<file path="src/rtl/kd_pkg.sv">
// Shared definitions for the Kyber/Dilithium unified adder job sequencer:
// op_mode encodings, moduli, default delay-line depths, FSM states and config bits.
package kd_pkg;

    localparam logic [2:0] K_NTT_PM = 3'd0;
    localparam logic [2:0] K_NTT_PP = 3'd1;
    localparam logic [2:0] K_INTT   = 3'd2;
    localparam logic [2:0] D_NTT    = 3'd3;
    localparam logic [2:0] D_INTT   = 3'd4;

    localparam int KQ = 3329;
    localparam int DQ = 8380417;

    localparam int LAT_K_DEF = 7;
    localparam int LAT_D_DEF = 6;

    typedef enum logic [1:0] {
        IDLE,
        RUN,
        DONE
    } kd_state_e;

    typedef struct packed {
        logic kd_mode;
        logic sel_k_4_ntt;
        logic sel_d_2_ntt;
        logic sel_out;
    } kd_cfg_t;

endpackage

</file>
<file path="src/rtl/kd_adder_ctrl_if.sv">
// Scheduler <-> sequencer <-> adder/RAM signal bundle. The perf_cycles counter
// is present only when KD_CTRL_PERF_EN is defined.
interface kd_adder_ctrl_if #(
    parameter int CNT_W = 8
);
    logic             start;
    logic [2:0]       op_mode;
    logic [CNT_W-1:0] op_count;
    logic             src_valid;
    logic             src_ready;
    logic [CNT_W-1:0] rd_addr;
    logic             kd_mode;
    logic             sel_k_4_ntt;
    logic             sel_d_2_ntt;
    logic             sel_out;
    logic             res_valid;
    logic [CNT_W-1:0] wr_addr;
    logic             busy;
    logic             done;
    logic             err;
`ifdef KD_CTRL_PERF_EN
    logic [15:0]      perf_cycles;
`endif

    modport master (
        output start, op_mode, op_count, src_valid,
        input  src_ready, rd_addr, kd_mode, sel_k_4_ntt, sel_d_2_ntt, sel_out,
        input  res_valid, wr_addr, busy, done, err
`ifdef KD_CTRL_PERF_EN
        , input perf_cycles
`endif
    );

    modport slave (
        input  start, op_mode, op_count, src_valid,
        output src_ready, rd_addr, kd_mode, sel_k_4_ntt, sel_d_2_ntt, sel_out,
        output res_valid, wr_addr, busy, done, err
`ifdef KD_CTRL_PERF_EN
        , output perf_cycles
`endif
    );

endinterface

</file>
<file path="src/rtl/kd_mode_decode.sv">
// Combinational decode of op_mode into adder control bits, pipeline fill
// length L (beats swallowed by the operand delay line) and a legality flag.
module kd_mode_decode
    import kd_pkg::*;
#(
    parameter int CNT_W = 8,
    parameter int LAT_K = LAT_K_DEF,
    parameter int LAT_D = LAT_D_DEF
) (
    input  logic [2:0]       op_mode,
    output kd_cfg_t          cfg,
    output logic [CNT_W-1:0] fill,
    output logic             legal
);

    // NOTE: every output gets a default before the case so no path can infer a latch.
    always_comb begin
        cfg   = '0;
        fill  = '0;
        legal = 1'b0;
        case (op_mode)
            K_NTT_PM: begin
                cfg.sel_k_4_ntt = 1'b1;
                fill            = CNT_W'(LAT_K);
                legal           = 1'b1;
            end
            K_NTT_PP: begin
                cfg.sel_k_4_ntt = 1'b1;
                cfg.sel_out     = 1'b1;
                fill            = CNT_W'(LAT_K);
                legal           = 1'b1;
            end
            K_INTT: begin
                legal = 1'b1;
            end
            D_NTT: begin
                cfg.kd_mode     = 1'b1;
                cfg.sel_d_2_ntt = 1'b1;
                fill            = CNT_W'(LAT_D);
                legal           = 1'b1;
            end
            D_INTT: begin
                cfg.kd_mode = 1'b1;
                legal       = 1'b1;
            end
            default: begin
                legal = 1'b0;
            end
        endcase
    end

endmodule

</file>
<file path="src/rtl/kd_adder_ctrl.sv">
// Job sequencer for the unified Kyber/Dilithium modular adder: IDLE/RUN/DONE FSM,
// beat counter and result addressing. Optional KD_CTRL_PERF_EN adds perf_cycles.
module kd_adder_ctrl
    import kd_pkg::*;
#(
    parameter int CNT_W = 8,
    parameter int LAT_K = LAT_K_DEF,
    parameter int LAT_D = LAT_D_DEF
) (
    input  logic           clk,
    input  logic           rst,
    kd_adder_ctrl_if.slave bus
);

    kd_state_e        state_q, state_d;
    logic [CNT_W-1:0] cnt_q, cnt_d;
    logic [CNT_W-1:0] last_q, last_d;
    logic [CNT_W-1:0] fill_q, fill_d;
    kd_cfg_t          cfg_q, cfg_d;
    logic             err_q, err_d;

    kd_cfg_t          dec_cfg;
    logic [CNT_W-1:0] dec_fill;
    logic             dec_legal;
    logic             accept;
    logic             run;

    kd_mode_decode #(
        .CNT_W (CNT_W),
        .LAT_K (LAT_K),
        .LAT_D (LAT_D)
    ) u_decode (
        .op_mode (bus.op_mode),
        .cfg     (dec_cfg),
        .fill    (dec_fill),
        .legal   (dec_legal)
    );

    assign run    = (state_q == RUN);
    // A job must outlast its fill, otherwise it would produce no results.
    assign accept = (state_q == IDLE) && bus.start && dec_legal && (bus.op_count >= dec_fill);

    always_comb begin
        state_d = state_q;
        cnt_d   = cnt_q;
        last_d  = last_q;
        fill_d  = fill_q;
        cfg_d   = cfg_q;
        err_d   = 1'b0;
        case (state_q)
            IDLE: begin
                if (accept) begin
                    state_d = RUN;
                    cnt_d   = '0;
                    last_d  = bus.op_count;
                    fill_d  = dec_fill;
                    cfg_d   = dec_cfg;
                end else if (bus.start) begin
                    err_d = 1'b1;
                end
            end
            RUN: begin
                // The delay lines never stall, so a missing beat corrupts the job.
                if (!bus.src_valid) begin
                    state_d = IDLE;
                    cnt_d   = '0;
                    err_d   = 1'b1;
                end else if (cnt_q == last_q) begin
                    state_d = DONE;
                    cnt_d   = '0;
                end else begin
                    cnt_d = cnt_q + 1'b1;
                end
            end
            DONE: begin
                state_d = IDLE;
            end
            default: begin
                state_d = IDLE;
            end
        endcase
    end

    // NOTE: the reset is asynchronous and sequential state uses non-blocking assignments only.
    always_ff @(posedge clk or posedge rst) begin
        if (rst) begin
            state_q <= IDLE;
            cnt_q   <= '0;
            last_q  <= '0;
            fill_q  <= '0;
            cfg_q   <= '0;
            err_q   <= 1'b0;
        end else begin
            state_q <= state_d;
            cnt_q   <= cnt_d;
            last_q  <= last_d;
            fill_q  <= fill_d;
            cfg_q   <= cfg_d;
            err_q   <= err_d;
        end
    end

    assign bus.src_ready   = run;
    assign bus.rd_addr     = cnt_q;
    assign bus.kd_mode     = run & cfg_q.kd_mode;
    assign bus.sel_k_4_ntt = run & cfg_q.sel_k_4_ntt;
    assign bus.sel_d_2_ntt = run & cfg_q.sel_d_2_ntt;
    assign bus.sel_out     = run & cfg_q.sel_out;
    assign bus.res_valid   = run & bus.src_valid & (cnt_q >= fill_q);
    assign bus.wr_addr     = bus.res_valid ? (cnt_q - fill_q) : '0;
    assign bus.busy        = run;
    assign bus.done        = (state_q == DONE);
    assign bus.err         = err_q;

`ifdef KD_CTRL_PERF_EN
    logic [15:0] perf_q;

    always_ff @(posedge clk or posedge rst) begin
        if (rst) begin
            perf_q <= '0;
        end else if (accept) begin
            perf_q <= '0;
        end else if (run && (perf_q != 16'hFFFF)) begin
            perf_q <= perf_q + 16'd1;
        end
    end

    assign bus.perf_cycles = perf_q;
`endif

endmodule

</file>
<file path="src/flat_wrapper.sv">
// flat-port wrapper written by rule: the top's interface ports become plain ports
module kd_adder_ctrl_flat import kd_pkg::*;
#(
    parameter int CNT_W = 8,
    parameter int LAT_K = LAT_K_DEF,
    parameter int LAT_D = LAT_D_DEF
)
  (clk, rst, bus_start, bus_op_mode, bus_op_count, bus_src_valid, bus_src_ready, bus_rd_addr, bus_kd_mode, bus_sel_k_4_ntt, bus_sel_d_2_ntt, bus_sel_out, bus_res_valid, bus_wr_addr, bus_busy, bus_done, bus_err);
  kd_adder_ctrl_if #(.CNT_W(CNT_W)) bus_i ();
  input  logic clk;
  input  logic rst;
  input wire logic [$bits(bus_i.start)-1:0] bus_start;
  input wire logic [$bits(bus_i.op_mode)-1:0] bus_op_mode;
  input wire logic [$bits(bus_i.op_count)-1:0] bus_op_count;
  input wire logic [$bits(bus_i.src_valid)-1:0] bus_src_valid;
  output wire logic [$bits(bus_i.src_ready)-1:0] bus_src_ready;
  output wire logic [$bits(bus_i.rd_addr)-1:0] bus_rd_addr;
  output wire logic [$bits(bus_i.kd_mode)-1:0] bus_kd_mode;
  output wire logic [$bits(bus_i.sel_k_4_ntt)-1:0] bus_sel_k_4_ntt;
  output wire logic [$bits(bus_i.sel_d_2_ntt)-1:0] bus_sel_d_2_ntt;
  output wire logic [$bits(bus_i.sel_out)-1:0] bus_sel_out;
  output wire logic [$bits(bus_i.res_valid)-1:0] bus_res_valid;
  output wire logic [$bits(bus_i.wr_addr)-1:0] bus_wr_addr;
  output wire logic [$bits(bus_i.busy)-1:0] bus_busy;
  output wire logic [$bits(bus_i.done)-1:0] bus_done;
  output wire logic [$bits(bus_i.err)-1:0] bus_err;
  assign bus_i.start = bus_start;
  assign bus_i.op_mode = bus_op_mode;
  assign bus_i.op_count = bus_op_count;
  assign bus_i.src_valid = bus_src_valid;
  assign bus_src_ready = bus_i.src_ready;
  assign bus_rd_addr = bus_i.rd_addr;
  assign bus_kd_mode = bus_i.kd_mode;
  assign bus_sel_k_4_ntt = bus_i.sel_k_4_ntt;
  assign bus_sel_d_2_ntt = bus_i.sel_d_2_ntt;
  assign bus_sel_out = bus_i.sel_out;
  assign bus_res_valid = bus_i.res_valid;
  assign bus_wr_addr = bus_i.wr_addr;
  assign bus_busy = bus_i.busy;
  assign bus_done = bus_i.done;
  assign bus_err = bus_i.err;
  kd_adder_ctrl #(.CNT_W(CNT_W), .LAT_K(LAT_K), .LAT_D(LAT_D)) u_core (.clk(clk), .rst(rst), .bus(bus_i));
endmodule
</file>
<file path="config.mk">
export PLATFORM = sky130hd
export DESIGN_NAME = kd_adder_ctrl_flat
export DESIGN_NICKNAME = d
export VERILOG_FILES = /design/src/rtl/kd_pkg.sv /design/src/rtl/kd_adder_ctrl_if.sv /design/src/rtl/kd_mode_decode.sv /design/src/rtl/kd_adder_ctrl.sv /design/src/flat_wrapper.sv
export SDC_FILE = /design/constraint.sdc
export NUM_CORES = 1
export LEC_CHECK = 0
export CAP_MARGIN = 20
export CORE_MARGIN = 3
export CORE_UTILIZATION = 50
export CTS_CLUSTER_SIZE = 20
export DETAILED_ROUTE_END_ITERATION = 8
export PLACE_DENSITY = 0.77
export SYNTH_ARGS = -nofsm -noshare
export SYNTH_HDL_FRONTEND = slang
export SYNTH_HIERARCHICAL = 1
export SYNTH_SLANG_ARGS = --single-unit
</file>
<file path="constraint.sdc">
create_clock -name clk -period 4.1 [get_ports clk]
set_clock_uncertainty 0.05 [all_clocks]
set_input_delay 0.82 -clock clk [delete_from_list [all_inputs] [get_ports clk]]
set_output_delay 0.82 -clock clk [all_outputs]
set_load 0.02 [all_outputs]
</file>
==> results of run 1 <==
-- layout make-up --
cell class              instances  share of cell area
well taps                      50              0.0236
repair buffers                 40               0.151
flip-flops and latches         31               0.292
multi-input cells             170               0.474
clock buffers                   6              0.0273
inverters                      23              0.0325
-- cell usage after synthesis, types with 5 or more instances --
master    number  area [um^2]
ha_1          17          213
nand2_1        8         30.0
xor2_1         8         70.1
dfrtp_1       31          776
nand2b_1       6         37.5
inv_1         22         82.6
and2_1         7         43.8
buf_4          8         60.1
o21ai_0       30          150
nand3_1        5         25.0
nor2_1        15         56.3
mux2_2         8         90.1
-- flip-flops by register name, indices dropped and copies added, names as in the netlist --
| register | flops |
|---|---|
| u_core/state_q | 2 |
| u_core/bus.err | 1 |
| u_core/cfg_q | 4 |
| u_core/fill_q | 8 |
| u_core/bus.rd_addr | 8 |
| u_core/last_q | 8 |
-- power by group --
part	leakage, nW	total, mW	internal, mW	switching, mW
sequential	0.400	0.481	0.403	0.0786
clock	0.0371	0.217	0.113	0.104
combinational	0.804	0.602	0.297	0.305
total	1.24	1.30	0.812	0.488
-- cells by family after synthesis --
| group | count (synthesis) |
|---|---|
| AND/OR/NAND/NOR | 66 |
| XOR/XNOR | 11 |
| flip-flops | 31 |
| adder cells (fa/ha/maj) | 18 |
| AO/OA/AOI/OAI | 58 |
| buffers and inverters | 36 |
| multiplexers | 12 |
| other | 1 |
-- critical path, delay by kind of cell, from the launching register on --
| kind | cells | cell delay, ns |
|---|---|---|
| buffers and inverters | 3 | 0.80 |
| AND/OR/NAND/NOR | 2 | 0.60 |
| AO/OA/AOI/OAI | 3 | 0.50 |
| flip-flops | 1 | 0.44 |
| adder cells (fa/ha/maj) | 2 | 0.44 |
-- through the flow --
| stage | setup WS [ns] | hold WS (ns) | cells |
|---|---|---|---|
| CTS | 0.0536 | 0.452 | 320 |
| finish | 0.168 | 0.449 | 320 |
| floorplan | 0.401 | 0.422 | 237 |
| detailed placement | 0.384 | 0.438 | 314 |
| global placement | 0.472 | 0.434 | 314 |
| global route | 0.00688 | 0.463 | 320 |
-- routing by layer --
layer / global-route usage / up-vias / share of wire
met5: 0 / - / 0
met1: 0.268 / 804 / 0.48
met3: 0.0222 / 9 / 0.035
met2: 0.272 / 37 / 0.46
met4: 0.104 / 0 / 0.029
li1: - / 865 / -
-- path summary, 6_finish.rpt --
| path | cells after the start | from | endpoint | slack, ns |
|---|---|---|---|---|
| worst max register to register | 5 | u_core/state_q[0]$_DFFE_PP0P_ | u_core/cfg_q[2]$_DFFE_PP0P_ | 2.08 |
| worst min-delay path | 1 | u_core/cfg_q[3]$_DFFE_PP0P_ | u_core/cfg_q[3]$_DFFE_PP0P_ | 0.45 |
| worst max-delay path | 10 | u_core/bus.rd_addr[0]$_DFFE_PP0P_ | bus_wr_addr[4] | 0.17 |
| max in group asynchronous | 3 | rst | u_core/fill_q[6]$_DFFE_PP0P_ | 2.84 |
| min in group asynchronous | 3 | rst | u_core/fill_q[0]$_DFFE_PP0P_ | 0.87 |
| worst min register to register | 1 | u_core/cfg_q[3]$_DFFE_PP0P_ | u_core/cfg_q[3]$_DFFE_PP0P_ | 0.45 |
-- what timing repair did --
action                                  in CTS  in global routing
resized for setup                            0                  3
endpoints found under the setup margin       0                  9
hold buffers                                 0                  0
==> impl_metrics.yaml, run 1 <==
critical_path:
  crit_type: "reg -> out"
  max_stage_delay_ns: 0.62
  worst_ep_arrival_time_ns: 3.06
  startpoint_type: "flip-flop"
  worstPathMaxFanout: 7
  path_cells: "inv_1 > ha_1 > inv_1 > fa_1 > a211oi_1 > o21ai_0 > a211oi_2 > or3_4 > nor3_1 > clkdlybuf4s50_1"
  cp_slowest_cell: "clkdlybuf4s50_1"
  cp_common_cell: "inv_1"
  endpoint_kind: "primary output"
  required_ns: 3.23
drt:
  avgViaCountPerCell: 5.36
  vias: 1715
  drtIter0Drc: 48
  drtPass1Iterations: 4
  wirelength_um: 4580
  drc: 0
  wl_per_cell_um: 14.3
  ant_nets: 0
layout:
  ff_latch_area_um2: 776
  layout_commonest_cell: "clkdlybuf4s50_1"
  num_antenna_cells: 0
  num-fill-cells: 354
  area_growth_pct: 21.2
  nNetsFinal: 304
  multi_input_area_um2: 1260
  drive_gt1_frac: 0.104
  final_cell_mix: "clkdlybuf4s50_1, dfrtp_1, o21ai_0, inv_1, ha_1"
  final_area_um2: 2660
  final_util: 0.645
die:
  die_y_um: 72.2
  pin_count: 40
  start_util: 0.532
  rows: 23
  dieArea_um2: 5210
  coreArea_um2: 4120
  die_w_um: 72.2
outcome:
  status: "completed"
grt:
  grt_overflow: 0
  grt_pass1_vias: 1568
  grt_max_degree: 32
  antenna_found_initial: 0
  grt_use_total: 0.187
  grt_pass1_wl_um: 7450
clock_tree:
  clk-insertion-delay-late_ns: 0.28
  tritoncts: "built"
  root_buffer: "clkbuf_8"
  cts.sinks: 31
  clk_pin_slew_ns: 0.06
  h-tree-depth: 2
  numCtsBuffers: 5
  clockBufferDepth: 2
  post_cts_buffers: 0
synthesis:
  synthXorXnorAreaFrac: 0.0440
  synth-adder-area-share: 0.106
  seq_area_frac_synth: 0.354
  synth_top_flop_cell: "dfrtp_1"
  ys_async_sr_fraction: 1.00
  synth_cell_types: 49
  synth.area.mux_share: 0.0685
  synth_top_family_by_area: "compound AO/OA/AOI/OAI gates"
  syn_area_um2: 2190
  synth_compound_area_frac: 0.175
  ys_ff_latch: 31
  synthCells: 233
  yosys_warnings: 6
  synth-simple-area-share: 0.167
  syn_area_per_cell_um2: 9.40
  synth_edf_count: 0
power_and_ir_drop:
  p_total_mw: 1.30
  pwr_density_cell_nw_per_um2: 490
  p_leak_nw: 1.24
  peakVddDrop_uv: 200
sta:
  setup_viol: 0
  slew_headroom: 0.644
  fmax_mhz: 254
  final_max_slew_viol_count: 0
  period_share: 0.959
  min_period_ns: 3.93
  fin_setup_tns_ns: 0
  finalHoldViolations: 0
  rsz0062_at_grt: "false"
  tightestPinTransition_ns: 0.533
placed_design:
  placed_area_um2: 2570
  gp_congestion: 0.836
  dpl.hpwl_um: 3500
  port_buffers: 39
worst_hold_path:
  hold_class: "reg -> reg"
job:
  maxCapViolCount: 0
Note: power is estimated with default switching activity, not from simulation.
==> run 2, diff against run 1 <==
SETUP_SLACK_MARGIN = 0.3   (was unset)
==> impl_metrics.yaml, run 2 (synthesis results as in run 1) <==
outcome:
  status: "completed"
die:
  coreArea_um2: 4120
  die_y_um: 72.2
  dieArea_um2: 5210
  rows: 23
  die_w_um: 72.2
  pin_count: 40
  start_util: 0.532
sta:
  setup_viol: 0
  hold_ws_ns: 0.449
  rsz0062_at_grt: "false"
  final_max_slew_viol_count: 0
  period_share: 0.882
  slew_headroom: 0.640
  finalHoldViolations: 0
  tightestPinTransition_ns: 0.538
  fin_setup_tns_ns: 0
  min_period_ns: 3.62
  fmax_mhz: 277
worst_hold_path:
  hold_path.startpoint: "u_core/cfg_q[3]$_DFFE_PP0P_"
  hold_class: "reg -> reg"
grt:
  grt_use_total: 0.188
  grt_pass1_vias: 1574
  grt_overflow: 0
  grt_max_degree: 32
  antenna_found_initial: 0
  grt_pass1_wl_um: 7520
drt:
  highest_layer: "met4"
  drtPass1Iterations: 4
  avgViaCountPerCell: 5.32
  drtIter0Drc: 64
  wl_per_cell_um: 14.5
  vias: 1701
  wl_met1_um: 2240
  met3_length_um: 136
  drc: 0
  wl_met2_um: 2130
  ant_nets: 0
  wirelength_um: 4640
critical_path:
  endpoint_kind: "primary output"
  worst_ep_arrival_time_ns: 2.75
  worstPathMaxFanout: 5
  required_ns: 3.23
  max_stage_delay_ns: 0.44
  cp_slowest_cell: "dfrtp_1"
  startpoint: "u_core/bus.rd_addr[0]$_DFFE_PP0P_"
  r2r-start: "u_core/state_q[0]$_DFFE_PP0P_"
  path_buf_inv: 3
  startpoint_type: "flip-flop"
  path_cells: "inv_1 > ha_1 > inv_1 > fa_1 > a211oi_2 > o21ai_1 > a211oi_2 > a21oi_1 > a41o_1 > dlygate4sd2_1"
  crit_family: "compound AO/OA/AOI/OAI gates"
  crit_type: "reg -> out"
job:
  maxCapViolCount: 0
layout:
  area_growth_pct: 21.3
  final_util: 0.646
  num-fill-cells: 349
  layout_commonest_cell: "dfrtp_1"
  num_antenna_cells: 0
  drive_gt1_frac: 0.107
  final_cell_mix: "dfrtp_1, clkdlybuf4s50_1, o21ai_0, inv_1, ha_1"
  nNetsFinal: 304
  final_area_um2: 2660
clock_tree:
  numCtsBuffers: 5
  clk-insertion-delay-late_ns: 0.28
  cts.sinks: 31
  clk_pin_slew_ns: 0.06
  clockBufferDepth: 2
  root_buffer: "clkbuf_8"
  h-tree-depth: 2
  tritoncts: "built"
power_and_ir_drop:
  p_leak_nw: 1.31
  peakVddDrop_uv: 200
  pwr_density_cell_nw_per_um2: 493
  p_total_mw: 1.31
placed_design:
  port_buffers: 39
  gp_congestion: 0.836
  placed_area_um2: 2570
  dpl.hpwl_um: 3500
-- run 2: report_power, final --
part	internal, mW	switching (mW)
Combinational	0.300	0.311
Sequential	0.403	0.0792
Clock	0.113	0.104
Total	0.816	0.494
-- run 2: routing by layer --
layer,global-route usage,vias up
li1,-,866
met1,0.271,792
met2,0.275,34
met3,0.0222,9
met4,0.104,0
met5,0,-
-- run 2: per-stage QoR --
| step | setup WS, ns | std cells |
|---|---|---|
| floorplan | 0.401 | 237 |
| global placement | 0.472 | 314 |
| detailed placement | 0.384 | 314 |
| CTS | 0.224 | 320 |
| global route | 0.317 | 320 |
| finish | 0.485 | 320 |
-- run 2: final timing paths --
check	end	slack [ns]	cells past startpoint
max in group asynchronous	u_core/fill_q[6]$_DFFE_PP0P_	2.84	3
min	u_core/cfg_q[3]$_DFFE_PP0P_	0.45	1
min reg2reg	u_core/cfg_q[3]$_DFFE_PP0P_	0.45	1
min in group asynchronous	u_core/fill_q[0]$_DFFE_PP0P_	0.87	3
max	bus_wr_addr[7]	0.48	10
max reg2reg	u_core/cfg_q[2]$_DFFE_PP0P_	2.09	5
-- run 2: timing repair --
item                                    4_1_cts  5_1_grt
hold buffers                                  0        0
setup buffers                                 0        0
resized for setup                            10        4
endpoints found under the hold margin         0        0
endpoints found under the setup margin        9        4
cloned                                        0        0
-- run 2: layout make-up --
cell class / instances / area [um^2] / share of cell area
inverters: 23 / 86.3 / 0.0325
multi-input cells: 170 / 1260 / 0.475
repair buffers: 40 / 398 / 0.150
well taps: 50 / 62.6 / 0.0235
flip-flops and latches: 31 / 776 / 0.292
clock buffers: 6 / 72.6 / 0.0273
